===== config.mk =====
export PLATFORM = sky130hd
export DESIGN_NAME = paddle_tracker
export DESIGN_NICKNAME = d
export VERILOG_FILES = /design/src/rtl/paddle_tracker.sv
export SDC_FILE = /design/constraint.sdc
export NUM_CORES = 1
export LEC_CHECK = 0
export ABC_AREA = 1
export ABC_CLOCK_PERIOD_IN_PS = 3500
export CAP_MARGIN = 20
export CORE_UTILIZATION = 45
export DETAILED_ROUTE_END_ITERATION = 10
export GPL_ROUTABILITY_DRIVEN = 0
export PLACE_DENSITY = 0.74
export REMOVE_ABC_BUFFERS = 1
export SYNTH_ARGS = -nofsm -noshare
export SYNTH_HDL_FRONTEND = slang
export SYNTH_SLANG_ARGS = --single-unit
export TNS_END_PERCENT = 5

===== constraint.sdc =====
create_clock -name clk -period 3.5 [get_ports clk]
set_input_delay 0.875 -clock clk [delete_from_list [all_inputs] [get_ports clk]]
set_output_delay 0.875 -clock clk [all_outputs]
set_load 0.03 [all_outputs]

===== src/rtl/paddle_tracker.sv =====
// paddle_tracker: N-channel quadrature-encoder paddle tracker.
//   Each channel's A/B pair is 2-flop synchronised (and optionally glitch
//   filtered), decoded by a PRIME/RUN state machine in x1 or x4 mode, and
//   accumulated into a saturating paddle-top position.
// Optional feature: define PADDLE_FILTER_EN to insert a per-bit stability
//   filter (FILT_CYCLES consecutive differing samples) after the synchroniser.
// Ports:
//   clk        - system clock
//   reset      - asynchronous active-low reset
//   reset_game - synchronous game restart (active high)
//   enc_a/b    - asynchronous encoder inputs, one bit per channel
//   pos        - packed positions, channel i at [i*POS_W +: POS_W]
//   moved      - one-cycle pulse per applied step
//   dir        - direction of last applied step (1 = +1, 0 = -1)
//   qerr       - sticky illegal-transition flag
module paddle_tracker #(
    parameter int NUM_PADDLES = 2,
    parameter int POS_W       = 6,
    parameter int POS_MIN     = 0,
    parameter int POS_MAX     = 56,
    parameter int POS_INIT    = 28,
    parameter int DECODE      = 1,
    parameter int FILT_CYCLES = 4
) (
    input  logic                           clk,
    input  logic                           reset,
    input  logic                           reset_game,
    input  logic [NUM_PADDLES-1:0]         enc_a,
    input  logic [NUM_PADDLES-1:0]         enc_b,
    output logic [NUM_PADDLES*POS_W-1:0]   pos,
    output logic [NUM_PADDLES-1:0]         moved,
    output logic [NUM_PADDLES-1:0]         dir,
    output logic [NUM_PADDLES-1:0]         qerr
);

    generate
        if (!(POS_MIN >= 0 && POS_MIN <= POS_INIT && POS_INIT <= POS_MAX &&
              POS_MAX < (1 << POS_W))) begin : g_bad_pos
            $error("paddle_tracker: illegal POS_MIN/POS_INIT/POS_MAX/POS_W");
        end
        if (DECODE != 1 && DECODE != 4) begin : g_bad_decode
            $error("paddle_tracker: DECODE must be 1 or 4");
        end
    endgenerate

    localparam logic [POS_W:0]    LP_MAX_X  = (POS_W+1)'(POS_MAX);
    localparam logic [POS_W:0]    LP_MIN_X  = (POS_W+1)'(POS_MIN);
    localparam logic [POS_W-1:0]  LP_INIT   = POS_W'(POS_INIT);
    localparam int                LP_NB     = 2 * NUM_PADDLES;

    // Synchroniser: bits [N-1:0] are A, bits [2N-1:N] are B.
    logic [LP_NB-1:0] r_s1, r_s2, w_ab;

    always_ff @(posedge clk or negedge reset) begin
        if (!reset) begin
            r_s1 <= '0;
            r_s2 <= '0;
        end else begin
            r_s1 <= {enc_b, enc_a};
            r_s2 <= r_s1;
        end
    end

`ifdef PADDLE_FILTER_EN
    localparam int               LP_CW    = (FILT_CYCLES < 2) ? 1 : $clog2(FILT_CYCLES);
    localparam logic [LP_CW-1:0] LP_FLAST = LP_CW'(FILT_CYCLES - 1);
    localparam int               LP_FILL  = 2 + FILT_CYCLES;

    logic [LP_NB-1:0] r_filt;
    logic [LP_CW-1:0] r_fcnt [LP_NB];

    always_ff @(posedge clk or negedge reset) begin
        if (!reset) begin
            r_filt <= '0;
            for (int unsigned i = 0; i < LP_NB; i++) r_fcnt[i] <= '0;
        end else begin
            for (int unsigned i = 0; i < LP_NB; i++) begin
                if (r_s2[i] != r_filt[i]) begin
                    if (r_fcnt[i] == LP_FLAST) begin
                        r_filt[i] <= r_s2[i];
                        r_fcnt[i] <= '0;
                    end else begin
                        r_fcnt[i] <= r_fcnt[i] + 1'b1;
                    end
                end else begin
                    r_fcnt[i] <= '0;
                end
            end
        end
    end

    assign w_ab = r_filt;
`else
    localparam int LP_FILL = 2;

    assign w_ab = r_s2;
`endif

    // The input pipeline resets to 0, so PRIME is held until it carries real
    // encoder levels; otherwise a paddle parked at 11 would look illegal.
    localparam int                LP_FW   = $clog2(LP_FILL + 1);
    localparam logic [LP_FW-1:0]  LP_FULL = LP_FW'(LP_FILL);

    logic [LP_FW-1:0] r_fill;
    logic             w_filled;

    assign w_filled = (r_fill == LP_FULL);

    always_ff @(posedge clk or negedge reset) begin
        if (!reset)         r_fill <= '0;
        else if (!w_filled) r_fill <= r_fill + 1'b1;
    end

    typedef enum logic {ST_PRIME, ST_RUN} state_t;

    state_t          r_state     [NUM_PADDLES];
    state_t          w_state_nxt [NUM_PADDLES];
    logic [1:0]      r_prev      [NUM_PADDLES];
    logic [1:0]      w_cur       [NUM_PADDLES];
    logic [POS_W-1:0] r_pos      [NUM_PADDLES];
    logic [POS_W:0]  w_inc       [NUM_PADDLES];
    logic [POS_W:0]  w_dec       [NUM_PADDLES];
    logic [NUM_PADDLES-1:0] w_up, w_dn, w_ill;

    always_ff @(posedge clk or negedge reset) begin
        if (!reset) begin
            for (int unsigned i = 0; i < NUM_PADDLES; i++) r_state[i] <= ST_PRIME;
        end else begin
            for (int unsigned i = 0; i < NUM_PADDLES; i++) r_state[i] <= w_state_nxt[i];
        end
    end

    always_comb begin
        w_up  = '0;
        w_dn  = '0;
        w_ill = '0;
        for (int unsigned i = 0; i < NUM_PADDLES; i++) begin
            w_cur[i]       = {w_ab[i], w_ab[NUM_PADDLES + i]};
            w_state_nxt[i] = r_state[i];
            w_inc[i]       = {1'b0, r_pos[i]} + 1'b1;
            w_dec[i]       = {1'b0, r_pos[i]} - 1'b1;
            if (reset_game) begin
                w_state_nxt[i] = ST_PRIME;
            end else begin
                case (r_state[i])
                    ST_PRIME: if (w_filled) w_state_nxt[i] = ST_RUN;
                    ST_RUN: begin
                        w_ill[i] = &(r_prev[i] ^ w_cur[i]);
                        if (DECODE == 4) begin
                            case ({r_prev[i], w_cur[i]})
                                4'b00_10, 4'b10_11, 4'b11_01, 4'b01_00: w_up[i] = 1'b1;
                                4'b10_00, 4'b11_10, 4'b01_11, 4'b00_01: w_dn[i] = 1'b1;
                                default: ;
                            endcase
                        end else begin
                            w_up[i] = (r_prev[i] == 2'b00) && (w_cur[i] == 2'b10);
                            w_dn[i] = (r_prev[i] == 2'b00) && (w_cur[i] == 2'b01);
                        end
                    end
                    default: w_state_nxt[i] = ST_PRIME;
                endcase
            end
        end
    end

    always_ff @(posedge clk or negedge reset) begin
        if (!reset) begin
            moved <= '0;
            dir   <= '0;
            qerr  <= '0;
            for (int unsigned i = 0; i < NUM_PADDLES; i++) begin
                r_pos[i]  <= LP_INIT;
                r_prev[i] <= '0;
            end
        end else begin
            for (int unsigned i = 0; i < NUM_PADDLES; i++) begin
                moved[i]  <= 1'b0;
                r_prev[i] <= w_cur[i];
                if (reset_game) begin
                    r_pos[i] <= LP_INIT;
                    qerr[i]  <= 1'b0;
                end else begin
                    if (w_ill[i]) qerr[i] <= 1'b1;
                    if (w_up[i] && (w_inc[i] <= LP_MAX_X)) begin
                        r_pos[i] <= w_inc[i][POS_W-1:0];
                        moved[i] <= 1'b1;
                        dir[i]   <= 1'b1;
                    end else if (w_dn[i] && ({1'b0, r_pos[i]} > LP_MIN_X)) begin
                        r_pos[i] <= w_dec[i][POS_W-1:0];
                        moved[i] <= 1'b1;
                        dir[i]   <= 1'b0;
                    end
                end
            end
        end
    end

    always_comb begin
        pos = '0;
        for (int unsigned i = 0; i < NUM_PADDLES; i++) pos[i*POS_W +: POS_W] = r_pos[i];
    end

endmodule


==> results of run 1 <==
[cell type report]
cell class	count	area (um2)
fill	385	1740
clock buffer	6	82.6
timing repair buffer	25	248
tap	50	62.6
multi-input combinational	153	962
clock inverter	2	60.1
sequential	34	858
inverter	35	133
[worst paths after layout]
kind	from	to	slack [ns]	cells after the start
hold / removal	r_s1[1]$_DFF_PN0_	r_s2[1]$_DFF_PN0_	0.35	0
min in group asynchronous	reset	pos[7]$_DFFE_PN0P_	1.00	2
setup / recovery	pos[2]$_DFFE_PN1P_	pos[2]	0.98	1
hold reg to reg	r_s1[1]$_DFF_PN0_	r_s2[1]$_DFF_PN0_	0.35	0
setup reg to reg	pos[1]$_DFFE_PN0P_	pos[1]$_DFFE_PN0P_	1.59	9
max in group asynchronous	reset	pos[2]$_DFFE_PN1P_	2.17	2
[cell families (layout without fill, tap and decap cells)]
kind of cell	after synthesis	after routing
AO/OA/AOI/OAI	8	8
XOR/XNOR	15	15
adder cells (fa/ha/maj)	9	9
buffers and inverters	40	68
flip-flops	34	34
AND/OR/NAND/NOR	121	121
[power by group through the flow]
stage	Clock [mW]	Sequential, mW	Combinational, mW
finish	0.443	0.433	0.113
global route	0.464	0.436	0.125
CTS	0.448	0.433	0.114
detailed placement	0	0.440	0.114
global placement	0	0.439	0.113
floorplan	0	0.459	0.0449
[through the flow]
step           util (%)  instance area [um2]  setup WS [ns]  hold slack [ns]
2_1_floorplan         -                 1950           1.65            0.331
3_3_place_gp       54.6                 2260          0.840            0.332
3_5_place_dp       54.6                 2260          0.819            0.335
4_1_cts            58.1                 2410          0.969            0.350
5_1_grt            58.1                 2410          0.928            0.360
6_report           58.1                 2410          0.982            0.349
[state kept, by name (all words and copies together) (netlist names)]
register	cells
pos	12
r_prev	4
moved	2
r_fill	2
dir	2
r_s2	4
r_s1	4
r_state	2
qerr	2
[per-layer routing]
metal	GRT usage (%)	vias to the layer above
li1	-	785
met1	24.3	710
met2	28.6	39
met3	6.41	2
met4	4.08	0
met5	0	-
[cell usage in the layout (no fill, tap or decap), drive strengths merged]
cell type	n
a21oi	3
nand3b	1
bufinv	2
buf	1
a31oi	1
clkbuf	6
nand2	55
o21ai	2
xnor2	3
clkinv	2
ha	9
clkdlybuf4s50	24
xor2	12
nor2	17
dfrtp	28
nand4	18
nor3	2
o21bai	1
o221ai	1
nand3	28
inv	33
dfstp	6
==> flow_summary.ini, run 1 <==
[run_status]
run_status = complete, no violations

[synthesis]
synthAdderAreaFrac_pct = 5.59
synth_edf_count = 0
async_flop_share_pct = 100
post_synth_mux_area_share_pct = 0
post_synthesis_share_of_cell_area_spent_on_xor_and_xnor_gates_pct = 6.90
syn_inst = 227
yosysTopAreaCellShare_pct = 34.8
synth.largest_area_cell = dfrtp_1
top_area_cells_in_the_synthesized_netlist = dfrtp_1 (35%), dfstp_2 (7.8%), nand2_1 (7.8%), nand3_1 (6.0%), ha_1 (5.6%)
synthesized_flop_and_latch_total = 34
main_combinational_cell_family_by_area_after_synthesis = simple AND/OR/NAND/NOR gates
synth_sequential_area_ratio_pct = 42.6
ys.warnings.count = 0
netlist_area_um2 = 2010
commonest_register_cell_after_synthesis = dfrtp_1
synth-compound-area-share_pct = 2.55
synth_cell_types = 30
yosys-top-cells-count = nand2_1 (42), inv_1 (30), dfrtp_1 (28)
synth-simple-area-share_pct = 32.8
most_common_cell_in_the_netlist = nand2_1
synthesis.area_per_instance_um2 = 8.87

[global_route]
grt_pass1_wl_mm = 6.32
antenna_found_initial = 0
gr-total-overflow = 0
gr-usage-all-layers_pct = 18.3
grt_max_degree = 35
first_global_vias = 1435

[sta]
tns_ns = 0
grt_setup_unrepaired = false
final_count_of_pins_violating_max_slew = 0
fmax_mhz = 397
timing_worst_slew_pin_value_ns = 0.408
slew-limit-headroom_pct = 72.8
timing.clock.skew_ns = 0.0107
final_setup_violating_endpoints = 0
finalCriticalPeriod_ns = 2.52
fin_crit_sh_pct = 71.9
finalHoldViolations = 0

[route]
postRouteAntennaNets = 0
detail_route.wirelength.met1_mm = 1.73
drt_wl_total_mm = 3.60
routedWlPerCell_um = 11.8
dr.pass1.iters = 4
wl_met3_um = 174
drc_errors = 0
vias = 1536
route.top_layer_used = met4
drt_iter0_markers = 133
wl_met2_mm = 1.67
avgViaCountPerCell = 5.04

[floorplan]
coreArea_um2 = 4140
start_util_pct = 48.6
die_w_um = 68.9
die_height_um = 68.9
die_area_um2 = 4750
top_level_ports = 25
row_count = 23

[critical_path]
crit_arrival_ns = 1.64
worst_path_max_delay_cell = clkdlybuf4s50_1
worstPathCellList = clkdlybuf4s50_1
worst_setup_path_end_kind = output port
cp_max_fo = 10
worst_path_largest_cell_delay_ns = 0.71
crit_buf_inv = 1
worst_path_dominant_cell_family = buffers and inverters
criticalPathCategory = register to output port
cp-start-kind = register
worstPathRequired_ns = 2.62

[power_and_ir_drop]
switching_power_mw = 0.225
pwr-share-comb_pct = 11.4
p_seq_share_pct = 43.7
power.total_mw = 0.989
clkPwrFrac_pct = 44.8
worst_ir_drop_vdd_v = 0.000318
swShare_pct = 22.8
cellInternalPower_mw = 0.764
cellPowerDensity_nw_per_um2 = 411
p_leak_nw = 1.12

[final_layout]
layout-drive-gt1-share_pct = 17.6
area_delta_synth_final_pct = 19.5
antenna_cells = 0
final_cell_count_no_fill = 305
finish.net_count = 270

[clocking]
clock_tree_from_tritoncts = done
cts_made_buffers = 5
cts_buffer_depth = 2
clk-insertion-delay-late_ns = 0.28
cts_htree_levels = 2
cts.sinks = 34
clockRootBuffer = clkbuf_8
clk_transition_reported_paths_ns = 0.06
cts_hold_buf = 0
post_cts_resize_count = 0
post_cts_buffers = 0

[place]
place.detailed.instances = 297
io_buffers = 24
hpwl_mm = 2.67

[worst_hold_path]
hold_path_class = register to register

[job]
drv.max_cap_violation_count = 0
Power figures use the tool's default switching activity.
==> run 2: changes to the inputs <==
ABC_CLOCK_PERIOD_IN_PS = 2100   (was 3500)
PLACE_DENSITY = 0.76   (was 0.74)
clock period = 2.1 ns   (was 3.5 ns; I/O delays follow)
==> run 2 against run 1 <==
Sequential cell count did not move; sequential power up 66%; clock skew decreased by 0.0058 ns; via count increased by 2.4%; utilization rose by 0.97 points; non-clock buffer count is 7 higher; die area is the same; critical path depth stayed put; critical endpoint is now pos[9]; largest cell class unchanged; highest routed layer unchanged.
==> flow_summary.ini, run 2 (same netlist as run 1, synthesis figures left out) <==
[clocking]
clock_tree_from_tritoncts = done
cts_buffer_depth = 2
clk-insertion-delay-late_ns = 0.29
post_cts_resize_count = 2
cts.sinks = 34
post_cts_buffers = 0
clockRootBuffer = clkbuf_8
clk_transition_reported_paths_ns = 0.07
cts_htree_levels = 2
cts_made_buffers = 5
cts_hold_buf = 0

[critical_path]
crit-reg2reg-launch = pos[1]$_DFFE_PN0P_
worstPathCellList = clkdlybuf4s50_1
cp_max_fo = 5
crit_buf_inv = 1
worst_path_max_delay_cell = clkdlybuf4s50_1
worst_path_largest_cell_delay_ns = 0.67
worstPathRequired_ns = 1.57
worstSetupPathDepth = 1
crit_arrival_ns = 1.53
r2r_cells = 9
cp-start-kind = register
worstReg2RegEnd = pos[1]$_DFFE_PN0P_
register_to_register_setup_slack_ns = 0.23
worst_setup_path_end_kind = output port
criticalPathCategory = register to output port
worst_path_dominant_cell_family = buffers and inverters

[route]
routedWlPerCell_um = 12.3
postRouteAntennaNets = 0
vias = 1573
dr.pass1.iters = 4
drt_wl_total_mm = 3.83
drc_errors = 0
drt_iter0_markers = 85
avgViaCountPerCell = 5.06

[place]
hpwl_mm = 2.90
cell_area_reported_after_detailed_placement_um2 = 2330
io_buffers = 24
preCtsSetupSlack_ns = 0.00776

[power_and_ir_drop]
clkPwrFrac_pct = 39.3
power.total_mw = 1.52
switching_power_mw = 0.367
cellInternalPower_mw = 1.15
worst_ir_drop_vdd_v = 0.000425
p_seq_share_pct = 47.3
pwr-share-comb_pct = 13.4
cellPowerDensity_nw_per_um2 = 621
swShare_pct = 24.1
p_leak_nw = 1.16

[run_status]
run_status = complete, no violations

[sta]
final_count_of_pins_violating_max_slew = 0
timing_worst_slew_pin_value_ns = 0.529
fin_ws_ns = 0.0485
fmax_mhz = 487
final_setup_violating_endpoints = 0
slew-limit-headroom_pct = 64.6
fin_crit_sh_pct = 97.7
tns_ns = 0
grt_setup_unrepaired = false
hold_slack_ns = 0.349
finalHoldViolations = 0
finalCriticalPeriod_ns = 2.05
timing.clock.skew_ns = 0.00487

[floorplan]
die_w_um = 68.9
die_area_um2 = 4750
top_level_ports = 25
die_height_um = 68.9
start_util_pct = 48.6
coreArea_um2 = 4140
row_count = 23

[final_layout]
layout_commonest_cell = nand2_1
antenna_cells = 0
layout_common_cells = nand2_1 (42), inv_1 (30), dfrtp_1 (28)
num-fill-cells = 361
finish.net_count = 277
largest_register_ff_count = 12
layout-drive-gt1-share_pct = 19.5
area_delta_synth_final_pct = 21.5
finish.instance_area_um2 = 2450

[worst_hold_path]
holdPathEnd = r_s2[1]$_DFF_PN0_
hold-path-cell-count = 0
min-delay-start = r_s1[1]$_DFF_PN0_
hold_path_class = register to register

[global_route]
grt_max_degree = 25
gr-usage-all-layers_pct = 18.8
gr-total-overflow = 0
first_global_vias = 1436
grt_pass1_wl_mm = 6.37
antenna_found_initial = 0

[job]
drv.max_cap_violation_count = 0
[run 2: cell types whose count changed in the layout (fill, tap and decap cells not counted), sizes merged]
cell           previous run  this run
dlygate4sd2               0         2
buf                       1         8
bufinv                    2         1
clkdlybuf4s50            24        19
dlymetal6s2s              0         3
[run 2: worst max-delay path by stage]
stage | endpoint | slack (ns) | from
final | pos[9] | 0.05 | pos[9]$_DFFE_PN1P_
after global routing | pos[9] | 0.001 | pos[9]$_DFFE_PN1P_
after CTS | pos[10] | 0.02 | pos[10]$_DFFE_PN1P_
after detailed placement | pos[1]$_DFFE_PN0P_ | 0.008 | reset_game
after global placement | pos[0]$_DFFE_PN0P_ | 0.08 | reset_game
after floorplan | pos[1]$_DFFE_PN0P_ | 0.25 | pos[1]$_DFFE_PN0P_
[run 2: routing by layer]
metal	wire (um)	up-vias	GRT usage, %
li1	-	803	-
met1	1860	732	24.7
met2	1750	30	28.0
met3	151	8	5.10
met4	73	0	9.95
met5	0	-	0
[run 2: power groups by stage]
stage	logic, mW	clock network (mW)	registers (mW)
2_1_floorplan	0.0749	0	0.764
3_3_place_gp	0.200	0	0.730
3_5_place_dp	0.204	0	0.731
4_1_cts	0.204	0.613	0.719
5_1_grt	0.224	0.635	0.724
6_report	0.203	0.598	0.719
[run 2: per-stage QoR]
stage                     cells  utilization (%)
after global placement      304             56.2
after detailed placement    304             56.2
final                       311             59.0
after global routing        311             59.0
after CTS                   311             58.8
after floorplan             222                -
[run 2: cell type report]
type | count | area (um2) | area share (%)
Sequential cell | 34 | 858 | 35.1
Multi-Input combinational cell | 153 | 962 | 39.3
Clock inverter | 1 | 30.0 | 1.23
Inverter | 35 | 133 | 5.42
Tap cell | 50 | 62.6 | 2.56
Timing Repair Buffer | 32 | 318 | 13.0
Clock buffer | 6 | 82.6 | 3.38
